$ cat src/rtl/toeplitz_coef_arb.sv
`default_nettype none
// ============================================================================
// Module   : toeplitz_coef_arb
// Purpose  : Round-robin arbiter sharing one coefficient FIFO read port among
//            Toeplitz hash lanes; fixed-length burst per grant.
//            Optional macro COEF_ARB_STATS_EN adds the words_total counter.
// Revision : 1.0 - initial release
// ============================================================================
module toeplitz_coef_arb #(
    parameter int NUM_REQ   = 4,
    parameter int BURST_LEN = 8,
    parameter int DATA_W    = 3
) (
    input  logic               clk_in,
    input  logic               rst,
    input  logic [NUM_REQ-1:0] req,
    output logic [NUM_REQ-1:0] grant,
    input  logic               fifo_empty,
    output logic               fifo_read,
    input  logic [DATA_W-1:0]  fifo_q,
    output logic [DATA_W-1:0]  coef_out,
    output logic [NUM_REQ-1:0] coef_valid,
    output logic [NUM_REQ-1:0] burst_done
`ifdef COEF_ARB_STATS_EN
    ,
    output logic [15:0]        words_total
`endif
);

    localparam int CNT_W = $clog2(BURST_LEN + 1);
    localparam int RR_W  = $clog2(NUM_REQ);
    localparam logic [CNT_W-1:0] c_burst_len = CNT_W'(BURST_LEN);
    localparam logic [CNT_W-1:0] c_last_idx  = CNT_W'(BURST_LEN - 1);
    localparam logic [RR_W-1:0]  c_last_req  = RR_W'(NUM_REQ - 1);

    typedef enum logic [1:0] {
        S_IDLE  = 2'd0,
        S_READ  = 2'd1,
        S_DRAIN = 2'd2
    } state_t;

    state_t             r_state;
    state_t             w_state_next;
    logic [RR_W-1:0]    r_rr;
    logic [CNT_W-1:0]   r_issued;
    logic [CNT_W-1:0]   r_delivered;
    logic               r_rd_d1;
    logic               w_arb_load;
    logic               w_found;
    logic [RR_W-1:0]    w_win;
    logic [RR_W-1:0]    w_idx;
    logic [RR_W-1:0]    w_rr_next;
    logic [NUM_REQ-1:0] w_grant_next;

    // First requesting lane at or above the pointer, wrapping around.
    always_comb begin
        w_found = 1'b0;
        w_win   = '0;
        w_idx   = '0;
        for (int i = 0; i < NUM_REQ; i++) begin
            w_idx = RR_W'((int'(r_rr) + i) % NUM_REQ);
            if (!w_found && req[w_idx]) begin
                w_found = 1'b1;
                w_win   = w_idx;
            end
        end
    end

    assign w_rr_next    = (w_win == c_last_req) ? '0 : w_win + 1'b1;
    assign w_grant_next = NUM_REQ'(1) << w_win;

    always_ff @(posedge clk_in or posedge rst) begin
        if (rst) begin
            r_state <= S_IDLE;
        end else begin
            r_state <= w_state_next;
        end
    end

    always_comb begin
        w_state_next = r_state;
        fifo_read    = 1'b0;
        w_arb_load   = 1'b0;
        case (r_state)
            S_IDLE: begin
                if (w_found) begin
                    w_arb_load   = 1'b1;
                    w_state_next = S_READ;
                end
            end
            S_READ: begin
                if (!fifo_empty && (r_issued < c_burst_len)) begin
                    fifo_read = 1'b1;
                    if (r_issued == c_last_idx) begin
                        w_state_next = S_DRAIN;
                    end
                end
            end
            S_DRAIN: begin
                if (|burst_done) begin
                    w_state_next = S_IDLE;
                end
            end
            default: w_state_next = S_IDLE;
        endcase
    end

    always_ff @(posedge clk_in or posedge rst) begin
        if (rst) begin
            grant       <= '0;
            r_rr        <= '0;
            r_issued    <= '0;
            r_delivered <= '0;
            r_rd_d1     <= 1'b0;
            coef_out    <= '0;
            coef_valid  <= '0;
            burst_done  <= '0;
        end else begin
            r_rd_d1 <= fifo_read;

            if (w_arb_load) begin
                grant       <= w_grant_next;
                r_rr        <= w_rr_next;
                r_issued    <= '0;
                r_delivered <= '0;
            end else if ((r_state == S_DRAIN) && (|burst_done)) begin
                grant <= '0;
            end

            if (fifo_read) begin
                r_issued <= r_issued + 1'b1;
            end

            // The FIFO word lands one cycle after rdreq; grant is still held here.
            if (r_rd_d1) begin
                coef_out    <= fifo_q;
                coef_valid  <= grant;
                r_delivered <= r_delivered + 1'b1;
                burst_done  <= (r_delivered == c_last_idx) ? grant : '0;
            end else begin
                coef_valid <= '0;
                burst_done <= '0;
            end
        end
    end

`ifdef COEF_ARB_STATS_EN
    always_ff @(posedge clk_in or posedge rst) begin
        if (rst) begin
            words_total <= '0;
        end else if ((|coef_valid) && (words_total != 16'hFFFF)) begin
            words_total <= words_total + 16'd1;
        end
    end
`endif

endmodule
`default_nettype wire
$ cat config.mk
export PLATFORM = sky130hd
export DESIGN_NAME = toeplitz_coef_arb
export DESIGN_NICKNAME = d
export VERILOG_FILES = /design/src/rtl/toeplitz_coef_arb.sv
export SDC_FILE = /design/constraint.sdc
export NUM_CORES = 1
export LEC_CHECK = 0
export ABC_AREA = 0
export ABC_CLOCK_PERIOD_IN_PS = 1760
export CAP_MARGIN = 20
export CORE_MARGIN = 1
export CORE_UTILIZATION = 30
export DETAILED_ROUTE_END_ITERATION = 6
export GPL_TIMING_DRIVEN = 1
export PLACE_DENSITY = 0.61
export SLEW_MARGIN = 0
export SYNTH_ARGS = -nofsm -noshare
export SYNTH_HDL_FRONTEND = slang
export SYNTH_SLANG_ARGS = --single-unit
$ cat constraint.sdc
create_clock -name clk_in -period 1.76 [get_ports clk_in]
set_input_delay 0.352 -clock clk_in [delete_from_list [all_inputs] [get_ports clk_in]]
set_output_delay 0.352 -clock clk_in [all_outputs]
set_load 0.1 [all_outputs]
==> results of run 1 <==
==> final timing paths <==
kind / to / slack [ns] / cells past startpoint
hold reg to reg: r_delivered[0] / 0.53 / 1
setup / recovery: fifo_read / -0.05 / 3
hold / removal: r_delivered[2] / 0.43 / 3
max in group asynchronous: r_state[0] / 1.04 / 3
setup reg to reg: r_issued[0] / 0.12 / 6
min in group clk_in: r_delivered[0] / 0.53 / 1
==> power by group <==
group	total, mW	switching (mW)	leakage (nW)	internal (mW)
clock network	0.496	0.192	0.0357	0.304
logic	1.96	1.12	0.520	0.844
registers	1.15	0.284	0.350	0.864
==> final cells by class <==
cell class	count	area (um^2)	share of cell area, %
clock inverters	1	30.03	1.483
well taps	50	62.56	3.090
clock buffers	3	41.29	2.040
repair buffers	41	524.3	25.90
multi-input cells	79	643.1	31.77
flip-flops and latches	28	706.9	34.92
inverters	3	16.27	0.8035
==> per-layer routing <==
metal  share of wire, %  global-route usage, %  up-vias
li1                   -                      -      490
met1                 46                  15.79      492
met2                 49                  19.90       21
met3                3.1                 0.9868        4
met4                1.6                  6.378        0
met5                  0                      0        -
==> registers in the layout, indices dropped and copies added, names as in the netlist <==
register     cells
grant            4
r_state          2
r_issued         4
coef_out         3
r_rd_d1          1
r_rr             2
coef_valid       4
r_delivered      4
burst_done       4
==> placed cells by master, fill, tap and decap left out, types with 3 or more instances in the layout <==
| master | count |
|---|---|
| sky130_fd_sc_hd__a21oi_1 | 4 |
| sky130_fd_sc_hd__nand2_1 | 4 |
| sky130_fd_sc_hd__buf_12 | 16 |
| sky130_fd_sc_hd__dlygate4sd2_1 | 5 |
| sky130_fd_sc_hd__and2_1 | 8 |
| sky130_fd_sc_hd__ha_1 | 5 |
| sky130_fd_sc_hd__clkbuf_8 | 3 |
| sky130_fd_sc_hd__nand3_1 | 4 |
| sky130_fd_sc_hd__nand2b_1 | 4 |
| sky130_fd_sc_hd__dfrtp_1 | 23 |
| sky130_fd_sc_hd__buf_4 | 16 |
| sky130_fd_sc_hd__o21ai_0 | 7 |
| sky130_fd_sc_hd__a22o_1 | 5 |
| sky130_fd_sc_hd__clkdlybuf4s50_1 | 4 |
| sky130_fd_sc_hd__mux2_2 | 4 |
| sky130_fd_sc_hd__dfrtp_2 | 5 |
| sky130_fd_sc_hd__nor2_1 | 3 |
==> cells by family after synthesis <==
kind of cell,share of synthesized area (%)
AND/OR/NAND/NOR,17.34
AO/OA/AOI/OAI,16.12
flip-flops,52.19
multiplexers,5.964
adder cells (fa/ha/maj),5.592
buffers and inverters,1.491
XOR/XNOR,1.305
==> worst max-delay path: cells and delay by family (launching register included) <==
family        cells  cell delay (ns)
flops             1             0.40
buf+inv           2             0.24
simple gates      1             0.55
==> what timing repair did <==
action,CTS,global route
endpoints found under the setup margin,4,4
setup buffers,3,2
resized for setup,6,3
pin swaps,2,1
==> results.md, run 1 <==
- Initial Util: 32.40%
- Final count of negative-setup-slack endpoints: 1
- # hold bufs at CTS: 0
- Maximum level of the CTS H-tree: 1
- ANT nets after route: 0
- Vias in the first global route: 959
- Antenna violations before repair: 0
- Crit-path max FO: 3
- Endpoint arrival time on the critical path: 1.46 ns
- Maximum number of pins on one net before global-route repair: 29
- Final net count: 172
- Relative slew slack: 70.52%
- Cell area after layout: 2024 um^2
- Clock sink count: 28
- Std-Cell Rows: 23
- Area grow syn2layout: 50.79%
- Final count of pins violating max slew: 0
- Layout cell share with drive strength beyond 1: 38.06%
- Total power density per cell area: 1782 nW/um^2
- Mean instance size in the synthesized netlist: 11.99 um^2
- Vias per inst: 4.912
- Critical-path cell list: or4b_4 -> clkinv_4 -> buf_12
- Count of different cell masters after synthesis: 41
- Critical-path cell with the highest stage delay: sky130_fd_sc_hd__or4b_4
- Slew at the pin closest to its max-slew limit: 0.4422 ns
- Length of the first detailed-routing pass in iterations: 4
- Die Outline Area: 4747 um^2
- DP Wirelength: 1894 um
- Final hold violations: 0
- Total of max-cap violations: 0
- Post-synth design cell area: 1343 um^2
- Share of the clock period used by the worst path after layout: 102.7%
- Root buffer cell: sky130_fd_sc_hd__clkbuf_8
- Wire length of the first global-routing pass: 4257 um
- Critical Path Sink Type: primary output
- Clock buffer count from CTS: 3
- Violation count after the first detailed-routing iteration: 42
- Unrepaired setup endpoints after global routing: yes
- Cell with the most instances after synthesis: sky130_fd_sc_hd__dfrtp_1
- Synthesized netlist net count: 128
- Minimum setup slack in the final design: -0.04725 ns
- Peak supply drop: 530.9 uV
- Worst clock skew: 0.005836 ns
- DP Cell Count: 196
- Fill cell count: 395
- Flip-flop and latch count after synthesis: 28
- Count of flip-flops with a built-in enable after synthesis: 0
- Number of input and output port buffers inserted: 25
- Top post-synthesis cells by count: 28 x sky130_fd_sc_hd__dfrtp_1, 8 x sky130_fd_sc_hd__and2_1, 7 x sky130_fd_sc_hd__o21ai_0, 6 x sky130_fd_sc_hd__ha_1, 5 x sky130_fd_sc_hd__a22o_1
- Hold Path Class: in2async
- Achievable frequency: 553.3 MHz
- Worst r2r src: r_issued[3]
- Status: complete, but fails checks
- Reg clk slew, reported paths: 0.09 ns
- Synth Warn #: 0
- Total global routing overflow: 0
- I/O Pins: 26
- Die width: 68.90 um
- DRC violation count after routing: 0
- Yosys top cell area share: 52.19%
- Clock latency on the worst-skew pair: 0.27 ns
- Core outline area: 4144 um^2
- Total power: 3.608 mW
- CP Launch Point: r_issued[3]
- Startpoint type of the worst setup path: register
- Largest cells by area after synthesis: sky130_fd_sc_hd__dfrtp_1 52%, sky130_fd_sc_hd__ha_1 5.6%, sky130_fd_sc_hd__and2_1 3.7%
- Total Routing Usage GR: 12.11%
- ANT cells: 0
- Share of async-settable or async-resettable flops after synthesis: 100.0%
- Delay of the slowest critical-path stage: 0.55 ns
- Core occupancy in the finished layout: 48.85%
- CP required: 1.41 ns
- Via count of the routed design: 1007
- Post-route insts no fill: 205
- Lkg Pwr: 0.9055 nW
- Class of the most critical setup path: reg2out
- Clock tree from TritonCTS: built
- Pre-CTS setup slack: -0.4501 ns
- Die height: 68.90 um
- GP Congestion: 0.7550
- Final sum of negative setup slack: -0.04725 ns
- Cells after synthesis: 112
- Share of the yosys chip area belonging to registers: 52.19%
- Routed wire length: 2553 um
- Worst hold slack after final layout: 0.4341 ns
- Violations in the final reports: setup timing
- Max clock buf depth: 2
- Main flop type after synthesis: sky130_fd_sc_hd__dfrtp_1
- Area leader, netlist: sky130_fd_sc_hd__dfrtp_1
- Final critical-path required period: 1.807 ns
- Dpl cell area: 1912 um^2
- Average wire length per cell after detail routing: 12.45 um
(Power assumes the default switching activity.)
==> inputs of run 2 (changes only) <==
- ABC_CLOCK_PERIOD_IN_PS: 1760 -> 1650
- clock period: 1.76 -> 1.65 ns (I/O delays scaled with it)
==> run 2 against run 1 <==
  * Die area did not move
  * Sequential share of layout area fell by 0.15 points
  * The flow still finishes with violations (setup timing)
  * Worst setup slack got worse by 0.11 ns
  * Critical endpoint unchanged
  * Final cell count rose by 2.0%
==> results.md, run 2 (synthesized netlist as in run 1, its figures left out) <==
- Layout cell share with drive strength beyond 1: 40.88%
- Die width: 68.90 um
- ANT cells: 0
- Class of the most critical setup path: reg2out
- Clock buffer count from CTS: 3
- Vias in the first global route: 1013
- Endpoint arrival time on the critical path: 1.48 ns
- Total of max-cap violations: 0
- Top routing layer used: met4
- Via count of the routed design: 1017
- DP Cell Count: 198
- Delay of the slowest critical-path stage: 0.57 ns
- Die height: 68.90 um
- Initial Util: 32.40%
- Maximum level of the CTS H-tree: 1
- Violation count after the first detailed-routing iteration: 46
- Endpoint of the worst-slack reg-to-reg timing path: r_rr[1]
- Std-Cell Rows: 23
- Routed wire length: 2781 um
- Area grow syn2layout: 51.72%
- Most frequent cells in the layout: 22 x sky130_fd_sc_hd__dfrtp_1, 20 x sky130_fd_sc_hd__buf_4, 16 x sky130_fd_sc_hd__buf_12, 8 x sky130_fd_sc_hd__and2_1, 7 x sky130_fd_sc_hd__o21ai_0
- Minimum setup slack in the final design: -0.1621 ns
- Lkg Pwr: 0.9148 nW
- Final net count: 176
- Slew at the pin closest to its max-slew limit: 0.4298 ns
- Core outline area: 4144 um^2
- Leading cell type in the layout, fill and taps excluded: sky130_fd_sc_hd__dfrtp_1
- Peak supply drop: 548.3 uV
- Startpoint type of the worst setup path: register
- Length in cells of the worst reg-to-reg path: 5
- CP required: 1.32 ns
- Worst r2r src: r_rr[1]
- Unrepaired setup endpoints after global routing: yes
- Internal portion of total power: 2.045 mW
- DRC violation count after routing: 0
- Switching part of the total power: 45.65%
- Length of the first detailed-routing pass in iterations: 4
- # hold bufs at CTS: 0
- Critical-path cell list: or4b_4 -> clkinv_4 -> buf_12
- Critical-path cell with the highest stage delay: sky130_fd_sc_hd__or4b_4
- Relative slew slack: 71.35%
- WL met1: 1155 um
- Relative contribution of the clock network to total power: 9.9%
- Sequential share of power: 32.2%
- Buffer and inverter count on the worst path: 2
- Dominant delay contributor by cell family on the critical path: simple AND/OR/NAND/NOR gates
- Final count of pins violating max slew: 0
- Clock latency on the worst-skew pair: 0.27 ns
- Max clock buf depth: 2
- Reg clk slew, reported paths: 0.09 ns
- Clock sink count: 28
- Violations in the final reports: setup timing
- Antenna violations before repair: 0
- Sw Pwr: 1.717 mW
- Maximum number of pins on one net before global-route repair: 29
- Vias per inst: 4.866
- Total power density per cell area: 1847 nW/um^2
- Logic gate share of total power: 57.9%
- Average wire length per cell after detail routing: 13.31 um
- DP Wirelength: 2163 um
- Share of the clock period used by the worst path after layout: 109.8%
- Setup slack, reg-to-reg: 0.04 ns
- GP Congestion: 0.7697
- ANT nets after route: 0
- Final hold violations: 0
- Post-route insts no fill: 209
- Final count of negative-setup-slack endpoints: 1
- Wire length of the first global-routing pass: 4512 um
- Met2 wire len: 1555 um
- Achievable frequency: 551.8 MHz
- Crit-path max FO: 2
- Number of input and output port buffers inserted: 25
- Status: complete, but fails checks
- Final critical-path required period: 1.812 ns
- Total global routing overflow: 0
- Total Routing Usage GR: 13.04%
- Total power: 3.762 mW
- Met3 routed wirelength: 47 um
- Worst clock skew: 0.002220 ns
- Die Outline Area: 4747 um^2
- I/O Pins: 26
- Hold Path Class: in2async
- Clock tree from TritonCTS: built
- Critical Path Sink Type: primary output
- Root buffer cell: sky130_fd_sc_hd__clkbuf_8
-- run 2: per-layer routing --
layer / track usage [%] / vias up
met3: 1.974 / 3
met5: 0 / -
met4: 6.122 / 0
met2: 23.30 / 13
li1: - / 498
met1: 15.12 / 503
-- run 2: worst max path at each step --
stage | start | to | depth (start not counted)
after global routing | r_issued[3] | fifo_read | 3
after CTS | r_state[1] | fifo_read | 3
after detailed placement | req[0] | r_rr[1] | 6
final | r_issued[3] | fifo_read | 3
after global placement | req[0] | r_rr[1] | 6
after floorplan | req[0] | r_rr[1] | 5
-- run 2: area by class of cell --
class,instances,area [um^2]
fill,378,2107
sequential,28,708.2
multi-input combinational,79,651.9
timing repair buffer,45,553.0
tap,50,62.56
clock buffer,4,45.04
inverter,3,16.27
-- run 2: worst min-delay path: stages --
cell                              delay (ns)
sky130_fd_sc_hd__clkdlybuf4s50_1        0.40
sky130_fd_sc_hd__inv_1                  0.05
sky130_fd_sc_hd__buf_4                  0.32
-- run 2: metrics by stage --
step           hold WS [ns]  util [%]  TNS, ns  setup WS [ns]  instance area, um^2
5_1_grt              0.4512     49.15  -0.2061        -0.1914                 2037
3_5_place_dp         0.5004     46.71   -3.768        -0.5172                 1936
6_report             0.4196     49.15  -0.1621        -0.1621                 2037
2_1_floorplan        0.3951         -  -0.1320       -0.09912                 1373
4_1_cts              0.4373     48.46  -0.1475        -0.1475                 2008
3_3_place_gp         0.4940     46.71   -3.438        -0.4859                 1936
-- run 2: timing repair --
item	4_1_cts	5_1_grt
resized for setup	8	5
pin swaps	2	3
setup endpoints to repair	6	4
setup buffers	4	3
-- run 2: power by group through the flow --
stage	clock, mW	combinational (mW)	sequential (mW)
after global routing	0.412	2.30	1.25
after floorplan	0	0.714	1.82
final	0.371	2.18	1.21
after CTS	0.384	2.14	1.21
after detailed placement	0	2.09	1.22
after global placement	0	2.05	1.22
==> inputs of run 3 (changes only) <==
- MAX_ROUTING_LAYER: unset -> met4
==> run 3 against run 2 <==
  * The run still ends with setup timing left
  * Critical endpoint unchanged
  * Largest power group unchanged
  * Via count down 0.88%
  * Non-clock buffer count unchanged
  * Combinational power about the same
  * Sequential share of layout area unchanged
  * Wire length down 0.40%
  * Register-to-register slack about the same
  * Worst hold slack better by 0.0033 ns
  * Sequential power about the same
  * Largest cell class unchanged
  * Worst setup slack better by 0.0051 ns
  * Highest routed layer unchanged
  * Sequential cell count unchanged
==> results.md, run 3 (synthesized netlist as in run 1, its figures left out) <==
- Final hold violations: 0
- Max clock buf depth: 2
- ANT nets after route: 0
- Final critical-path required period: 1.807 ns
- Share of the clock period used by the worst path after layout: 109.5%
- Endpoint arrival time on the critical path: 1.48 ns
- Hold Path Class: in2async
- Average wire length per cell after detail routing: 13.25 um
- Crit-path max FO: 2
- Vias per inst: 4.823
- Via count of the routed design: 1008
- Worst r2r src: r_rr[1]
- Peak supply drop: 548.7 uV
- Worst clock skew: 0.002713 ns
- Pre-CTS setup slack: -0.5172 ns
- Met3 track demand over resource in global routing: 1.974%
- Total of max-cap violations: 0
- Met2 usage: 23.30%
- Die width: 68.90 um
- # hold bufs at CTS: 0
- Total global routing overflow: 0
- Achievable frequency: 553.4 MHz
- Violation count after the first detailed-routing iteration: 45
- Total power: 3.760 mW
- Maximum number of pins on one net before global-route repair: 29
- Final sum of negative setup slack: -0.1570 ns
- End point of the critical path: fifo_read
- Violations in the final reports: setup timing
- Clock tree from TritonCTS: built
- Unrepaired setup endpoints after global routing: yes
- Leading cell type in the layout, fill and taps excluded: sky130_fd_sc_hd__dfrtp_1
- Total Routing Usage GR: 13.41%
- Endpoint of the worst-slack reg-to-reg timing path: r_rr[1]
- Layer carrying the most global-route usage: met2
- Setup slack, reg-to-reg: 0.04 ns
- Length in cells of the worst reg-to-reg path: 5
- Die Outline Area: 4747 um^2
- Critical-path cell with the highest stage delay: sky130_fd_sc_hd__or4b_4
- Antenna violations before repair: 0
- Core outline area: 4144 um^2
- Status: complete, but fails checks
- Std-Cell Rows: 23
- Maximum level of the CTS H-tree: 1
- Wire length of the first global-routing pass: 4519 um
- Critical Path Sink Type: primary output
- CP Launch Point: r_issued[3]
- Clock latency on the worst-skew pair: 0.27 ns
- Initial Util: 32.40%
- Vias in the first global route: 1010
- DRC violation count after routing: 0
- Delay of the slowest critical-path stage: 0.57 ns
- Layout cell share with drive strength beyond 1: 40.88%
- Clock sink count: 28
- GR Layer Usage met1: 15.12%
- DP Wirelength: 2163 um
- Minimum setup slack in the final design: -0.1570 ns
- Most frequent cells in the layout: 22 x sky130_fd_sc_hd__dfrtp_1, 20 x sky130_fd_sc_hd__buf_4, 16 x sky130_fd_sc_hd__buf_12, 8 x sky130_fd_sc_hd__and2_1, 7 x sky130_fd_sc_hd__o21ai_0
- I/O Pins: 26
- CP required: 1.32 ns
- Number of input and output port buffers inserted: 25
- Final count of negative-setup-slack endpoints: 1
- Routed wire length: 2770 um
- Startpoint type of the worst setup path: register
- Relative slew slack: 71.27%
- Total power density per cell area: 1846 nW/um^2
- Critical-path cell list: or4b_4 -> clkinv_4 -> buf_12
- Slew at the pin closest to its max-slew limit: 0.4310 ns
- GP Congestion: 0.7801
- Clock buffer count from CTS: 3
- Final count of pins violating max slew: 0
- Reg clk slew, reported paths: 0.09 ns
- ANT cells: 0
- Root buffer cell: sky130_fd_sc_hd__clkbuf_8
- Area grow syn2layout: 51.72%
- Lkg Pwr: 0.9148 nW
- Length of the first detailed-routing pass in iterations: 4
- Class of the most critical setup path: reg2out
- Die height: 68.90 um
- Final net count: 176
[run 3: cell counts in the layout (fill, tap and decap cells not counted)]
Identical to the previous run, type by type.
[run 3: routing by layer]
layer  vias up  wire [um]
li1        497          -
met1       497       1152
met2        12       1538
met3         2         45
met4         0         34
met5         -          0
[run 3: layout make-up]
cell class	instances	area (um^2)
Sequential cell	28	708.2
Inverter	3	16.27
Clock buffer	4	45.04
Fill cell	378	2107
Tap cell	50	62.56
Multi-Input combinational cell	79	651.9
Timing Repair Buffer	45	553.0
[run 3: worst max-delay path, delay by kind of cell, from the launching register on]
family,cells,cell delay (ns)
flops,1,0.40
buf+inv,2,0.23
simple gates,1,0.57
[run 3: timing repair]
item / in CTS / in global routing
endpoints found under the hold margin: 0 / 0
setup endpoints to repair: 6 / 4
resized for setup: 8 / 5
buffers inserted: 4 / 3
pin swaps: 2 / 3
[run 3: worst min-delay path by stage]
stage / startpoint / end / slack (ns) / cells after the start
3_3_place_gp: r_delivered[0] / r_delivered[0] / 0.49 / 1
2_1_floorplan: rst / coef_out[0] / 0.40 / 1
4_1_cts: rst / r_rr[0] / 0.44 / 3
6_report: rst / r_issued[1] / 0.42 / 3
5_1_grt: rst / coef_out[1] / 0.45 / 3
3_5_place_dp: r_delivered[0] / r_delivered[0] / 0.50 / 1
[run 3: metrics by stage]
stage | hold WS (ns) | cells | instance area, um^2 | utilization, %
floorplan | 0.3951 | 112 | 1373 | -
global placement | 0.4940 | 198 | 1936 | 46.71
detailed placement | 0.5004 | 198 | 1936 | 46.71
CTS | 0.4373 | 206 | 2008 | 48.46
global route | 0.4513 | 209 | 2037 | 49.15
finish | 0.4230 | 209 | 2037 | 49.15
[run 3: where the power goes]
part	total, mW	switching (mW)	internal [mW]
sequential	1.21	0.288	0.922
clock	0.368	0.195	0.173
combinational	2.18	1.23	0.950
total	3.76	1.72	2.04
==> patch 1: new RTL, flow settings as in run 1 <==
Re-encode `state_t` (3 states) as one-hot, 3 bits wide.
--- a/src/rtl/toeplitz_coef_arb.sv
+++ b/src/rtl/toeplitz_coef_arb.sv
@@ -34,8 +34,8 @@
     localparam logic [RR_W-1:0]  c_last_req  = RR_W'(NUM_REQ - 1);
 
-    typedef enum logic [1:0] {
-        S_IDLE  = 2'd0,
-        S_READ  = 2'd1,
-        S_DRAIN = 2'd2
+    typedef enum logic [2:0] {
+        S_IDLE  = 3'b001,
+        S_READ  = 3'b010,
+        S_DRAIN = 3'b100
     } state_t;
 
Behaviour: no difference found for any inputs over 10 cycles, from zero or initial values and one cycle with rst high; not proved beyond that.
==> patch 1 against run 1 <==
  * Sequential cell count is 1 higher
  * Worst hold slack better by 0.014 ns
  * Setup slack better by 0.10 ns
  * Cell area is 3.6% higher
  * Routed wire length is 14% higher
  * Non-clock buffer count is 3 lower
  * Area after synthesis is 2.8% higher
  * Power is 2.4% lower
  * Synthesized cell count is 2.7% higher
  * Sequential share of layout area hardly changed
==> patch 1: results (changes against run 1) <==
metric;value;unit;change
reg2reg_from;r_rr[1];;
clkTransAtPathRegs;0.06;ns;-0.03 ns
grt_max_degree;30;;+3.4%
period_minus_slack;1.71;ns;-0.102 ns
dr.first_iter.drc_count;13;;-69%
grt_usage;13.4;%;+1.3 points
grt_pass1_vias;1085;;+13%
synthesis.nets;131;;+2.3%
ys.warnings.count;0;;unchanged
max_stage_delay;0.45;ns;-0.10 ns
dr.pass1.iters;3;;-1
grt_pass1_wl;5010;um;+18%
hp-class;in -> async;;
synth_cell_types;42;;+2.4%
status;completed;;
nNetsFinal;173;;+0.58%
synth_edf_count;0;;unchanged
io_buffers;25;;unchanged
place_congestion;0.764;;+1.2%
dp_hpwl;2170;um;+15%
p_leak;0.988;nW;+9.2%
placed_area;1930;um^2;+1.0%
fin_skew;0.00475;ns;-0.00108 ns
cts_buffer_depth;2;;unchanged
clk_latency;0.27;ns;about the same
avgRoutedWirePerCell;13.9;um;+12%
synth_common_cells;dfrtp_1, and2_1, nand2b_1;;
layout-drive-gt1-share;36.1;%;-2.0 points
reg2regPathDepth;5;;-1
h-tree-depth;2;;+1
critPathArrivalTime;1.87;ns;+0.41 ns
ys.flop_type;dfrtp_1;;
p_sw;1.45;mW;-9.2%
routed_via_density;4.85;;-1.2%
critPathMaxFanout;7;;+4
antenna_found_initial;0;;unchanged
rr_endpoint;r_rr[1];;
seq_area_frac_synth;52.7;%;+0.48 points
cts_buffers;5;;+2
antenna_cells;0;;unchanged
yosys.area.top_type_share;50.8;%;-1.4 points
async_flop_share;100;%;unchanged
tightest_slew;0.417;ns;-0.0251 ns
hold_viol;0;;unchanged
root_buffer;clkbuf_8;;
synth_area_leaders;dfrtp_1, ha_1, and2_1;;
path_class;reg -> reg;;
ir_worst_vdd;0.887;mV;+67%
crit_slowest_cell;dfrtp_1;;
dp_slack;-0.359;ns;+0.0916 ns
-- patch 1: changes by cell type in the layout (fill, tap and decap cells not counted), moves of 4 or more --
cell / change
dlymetal6s2s_1: +4
nor2b_1: +4
o21ai_0: -5
dlygate4sd2_1: -5
-- patch 1: layout make-up --
cell class / instances / area, um^2
clock inverter: 1 / 30.0
sequential: 29 / 733
multi-input combinational: 80 / 654
clock buffer: 7 / 86.3
inverter: 3 / 11.3
fill: 410 / 2290
tap: 52 / 65.1
timing repair buffer: 38 / 518
-- patch 1: worst min-delay path by stage --
stage                start           to  slack [ns]  cells after the start
3_3_place_gp   r_issued[1]  r_issued[1]        0.52                      1
2_1_floorplan          rst  coef_out[0]        0.43                      1
6_report               rst   r_state[2]        0.45                      3
4_1_cts                rst   r_state[2]        0.46                      3
3_5_place_dp   r_issued[1]  r_issued[1]        0.52                      1
5_1_grt                rst   r_state[2]        0.49                      3
-- patch 1: critical path, delay by kind of cell, from the launching register on --
kind	cells	cell delay [ns]
multiplexers	2	0.62
AND/OR/NAND/NOR	2	0.29
flip-flops	1	0.45
adder cells (fa/ha/maj)	1	0.24
-- patch 1: what timing repair did --
item	CTS	global route
hold buffers	0	0
gates resized for setup	4	9
cloned	0	0
endpoints found under the hold margin	0	0
buffers inserted	0	1
pin swaps	1	2
endpoints found under the setup margin	8	14
-- patch 1: cells by family after synthesis --
kind of cell / after synthesis / share of synthesized area (%)
xor gates and xnor gates: 2 / 1.27
and+or+nand+nor: 39 / 18.6
muxes: 6 / 5.17
DFF: 29 / 52.7
buffers and inverters: 6 / 2.27
adders and majority gates: 6 / 5.44
AOI/OAI and AO/OA: 27 / 14.6
-- patch 1: stage by stage --
stage          hold slack (ns)  std cells
3_3_place_gp             0.522        201
3_5_place_dp             0.517        201
2_1_floorplan            0.429        115
6_report                 0.448        210
5_1_grt                  0.490        210
4_1_cts                  0.458        209
-- patch 1: power by group through the flow --
stage | clock (mW) | sequential [mW] | combinational, mW
floorplan | 0 | 1.57 | 0.582
global placement | 0 | 1.08 | 1.67
detailed placement | 0 | 1.10 | 1.70
CTS | 0.717 | 1.09 | 1.73
global route | 0.748 | 1.12 | 1.83
finish | 0.694 | 1.09 | 1.73
-- patch 1: routing by layer --
layer / global-route usage (%) / wire [um] / vias up / share of wire [%]
li1: - / - / 497 / -
met1: 14.1 / 1230 / 495 / 42
met2: 24.3 / 1560 / 23 / 53
met3: 4.51 / 102 / 4 / 3.5
met4: 5.11 / 30 / 0 / 1.0
met5: 0 / 0 / - / 0
==> patch 2: new RTL, flow settings as in run 1 <==
Without the edit above. Add a define of `COEF_ARB_STATS_EN`.
--- a/src/rtl/toeplitz_coef_arb.sv
+++ b/src/rtl/toeplitz_coef_arb.sv
@@ -7,4 +7,6 @@
 // Revision : 1.0 - initial release
 // ============================================================================
+`define COEF_ARB_STATS_EN
+
 module toeplitz_coef_arb #(
     parameter int NUM_REQ   = 4,
Function (old outputs only; new: words_total): kept (Yosys induction, for registers that start in step).
==> patch 2 against run 1 <==
  * The flow now finishes without violations
  * Via count up 62%
  * Cell area up 57%
  * Sequential cell count up 16
  * Setup slack better by 0.11 ns
  * Area after synthesis up 56%
  * Power up 49%
  * Fmax up 6.3%
  * Routed wire length up 72%
  * Largest power group unchanged
==> patch 2: results (changes against run 1) <==
metric;value;unit;change
status;completed;;
ys.flop_type;dfrtp_1;;
place_congestion;0.826;;+9.5%
post_cts_resized;0;;-6
ir_worst_vdd;0.923;mV;+74%
grt_pass1_wl;7580;um;+78%
fin_skew;0.00913;ns;+0.00330 ns
combPwrFrac;56.3;%;+1.9 points
placed_area;3080;um^2;+61%
synth_area_leaders;dfrtp_1, ha_1, and2_1;;
critPathMaxFanout;3;;unchanged
dr.first_iter.drc_count;37;;-12%
cts_setup_buffers;0;;-3
layout-drive-gt1-share;37.7;%;-0.41 points
nNetsFinal;263;;+53%
p_comb;3.03;mW;+55%
n_fill_cell;621;;+57%
cts_buffers;5;;+2
hp-class;in -> async;;
antenna_cells;0;;unchanged
clock_power;0.622;mW;+25%
dp_hpwl;3290;um;+74%
syn_avg_cell_area;11.1;um^2;-7.4%
largest-register;words_total;;
multi_input_area;971;um^2;+51%
p_leak;1.37;nW;+51%
dp_cells;319;;+63%
switching_share;47.9;%;+3.7 points
largest_reg_flops;16;;
wl;4400;um;+72%
dp_slack;-0.286;ns;+0.164 ns
synth_cell_types;44;;+7.3%
grt_pass1_vias;1657;;+73%
h-tree-depth;2;;+1
crit_slowest_cell;clkdlybuf4s50_1;;
avgRoutedWirePerCell;13.4;um;+8.0%
synth_common_cells;dfrtp_1, nand2_1, nand3_1;;
clkTransAtPathRegs;0.09;ns;about the same
vias;1632;;+62%
synthesis.nets;206;;+61%
grt_max_degree;45;;+55%
max_stage_delay;0.49;ns;-0.06 ns
grt_usage;13.2;%;+1.1 points
clk_latency;0.29;ns;+0.02 ns
io_buffers;41;;+64%
ys.warnings.count;0;;unchanged
critPathArrivalTime;1.89;ns;+0.43 ns
relSlewSlack;71.2;%;+0.63 points
seq_area_frac_synth;52.5;%;+0.32 points
==> patch 2: cell count changes in the layout (fill, tap and decap cells not counted), sizes merged, moves of 7 or more <==
cell	delta
a21oi	+7
dfrtp	+16
buf	+13
nand3	+10
nand2	+14
==> patch 2: cells by family (layout without fill, tap and decap cells) <==
logic type / Yosys count / after routing / share of synthesized area, %
fa+ha+maj: 7 / 7 / 4.18
xor+xnor: 9 / 9 / 3.76
mux: 10 / 10 / 5.37
simple gates: 75 / 75 / 22.0
compound gates: 33 / 33 / 10.1
buf+inv: 11 / 69 / 2.03
flops: 44 / 44 / 52.5
==> patch 2: worst paths after layout <==
check / start / end / slack, ns
min in group clk_in: r_issued[3] / r_issued[3] / 0.50
max in group asynchronous: rst / words_total[10] / 1.14
worst max register to register: r_rr[0] / grant[0] / 0.10
worst min register to register: r_issued[3] / r_issued[3] / 0.50
worst min-delay path: rst / words_total[12] / 0.39
worst max-delay path: req[3] / grant[0] / 0.06
==> patch 2: area by class of cell <==
cell class              count  share of cell area [%]
flip-flops and latches     44                    36.3
repair buffers             54                    26.5
inverters                   7                   0.942
well taps                  80                    3.14
multi-input cells         134                    30.5
clock buffers               6                    2.28
clock inverters             2                   0.392
==> patch 2: routing by layer <==
| metal | vias up | wire length, um | track usage (%) |
|---|---|---|---|
| li1 | 784 | - | - |
| met1 | 796 | 1910 | 15.2 |
| met2 | 48 | 2260 | 23.5 |
| met3 | 4 | 189 | 3.46 |
| met4 | 0 | 37 | 4.85 |
| met5 | - | 0 | 0 |
==> patch 2: worst max-delay path, delay by kind of cell <==
family | cells | cell delay [ns]
buf+inv | 1 | 0.49
fa+ha+maj | 1 | 0.20
compound gates | 3 | 0.52
simple gates | 1 | 0.31
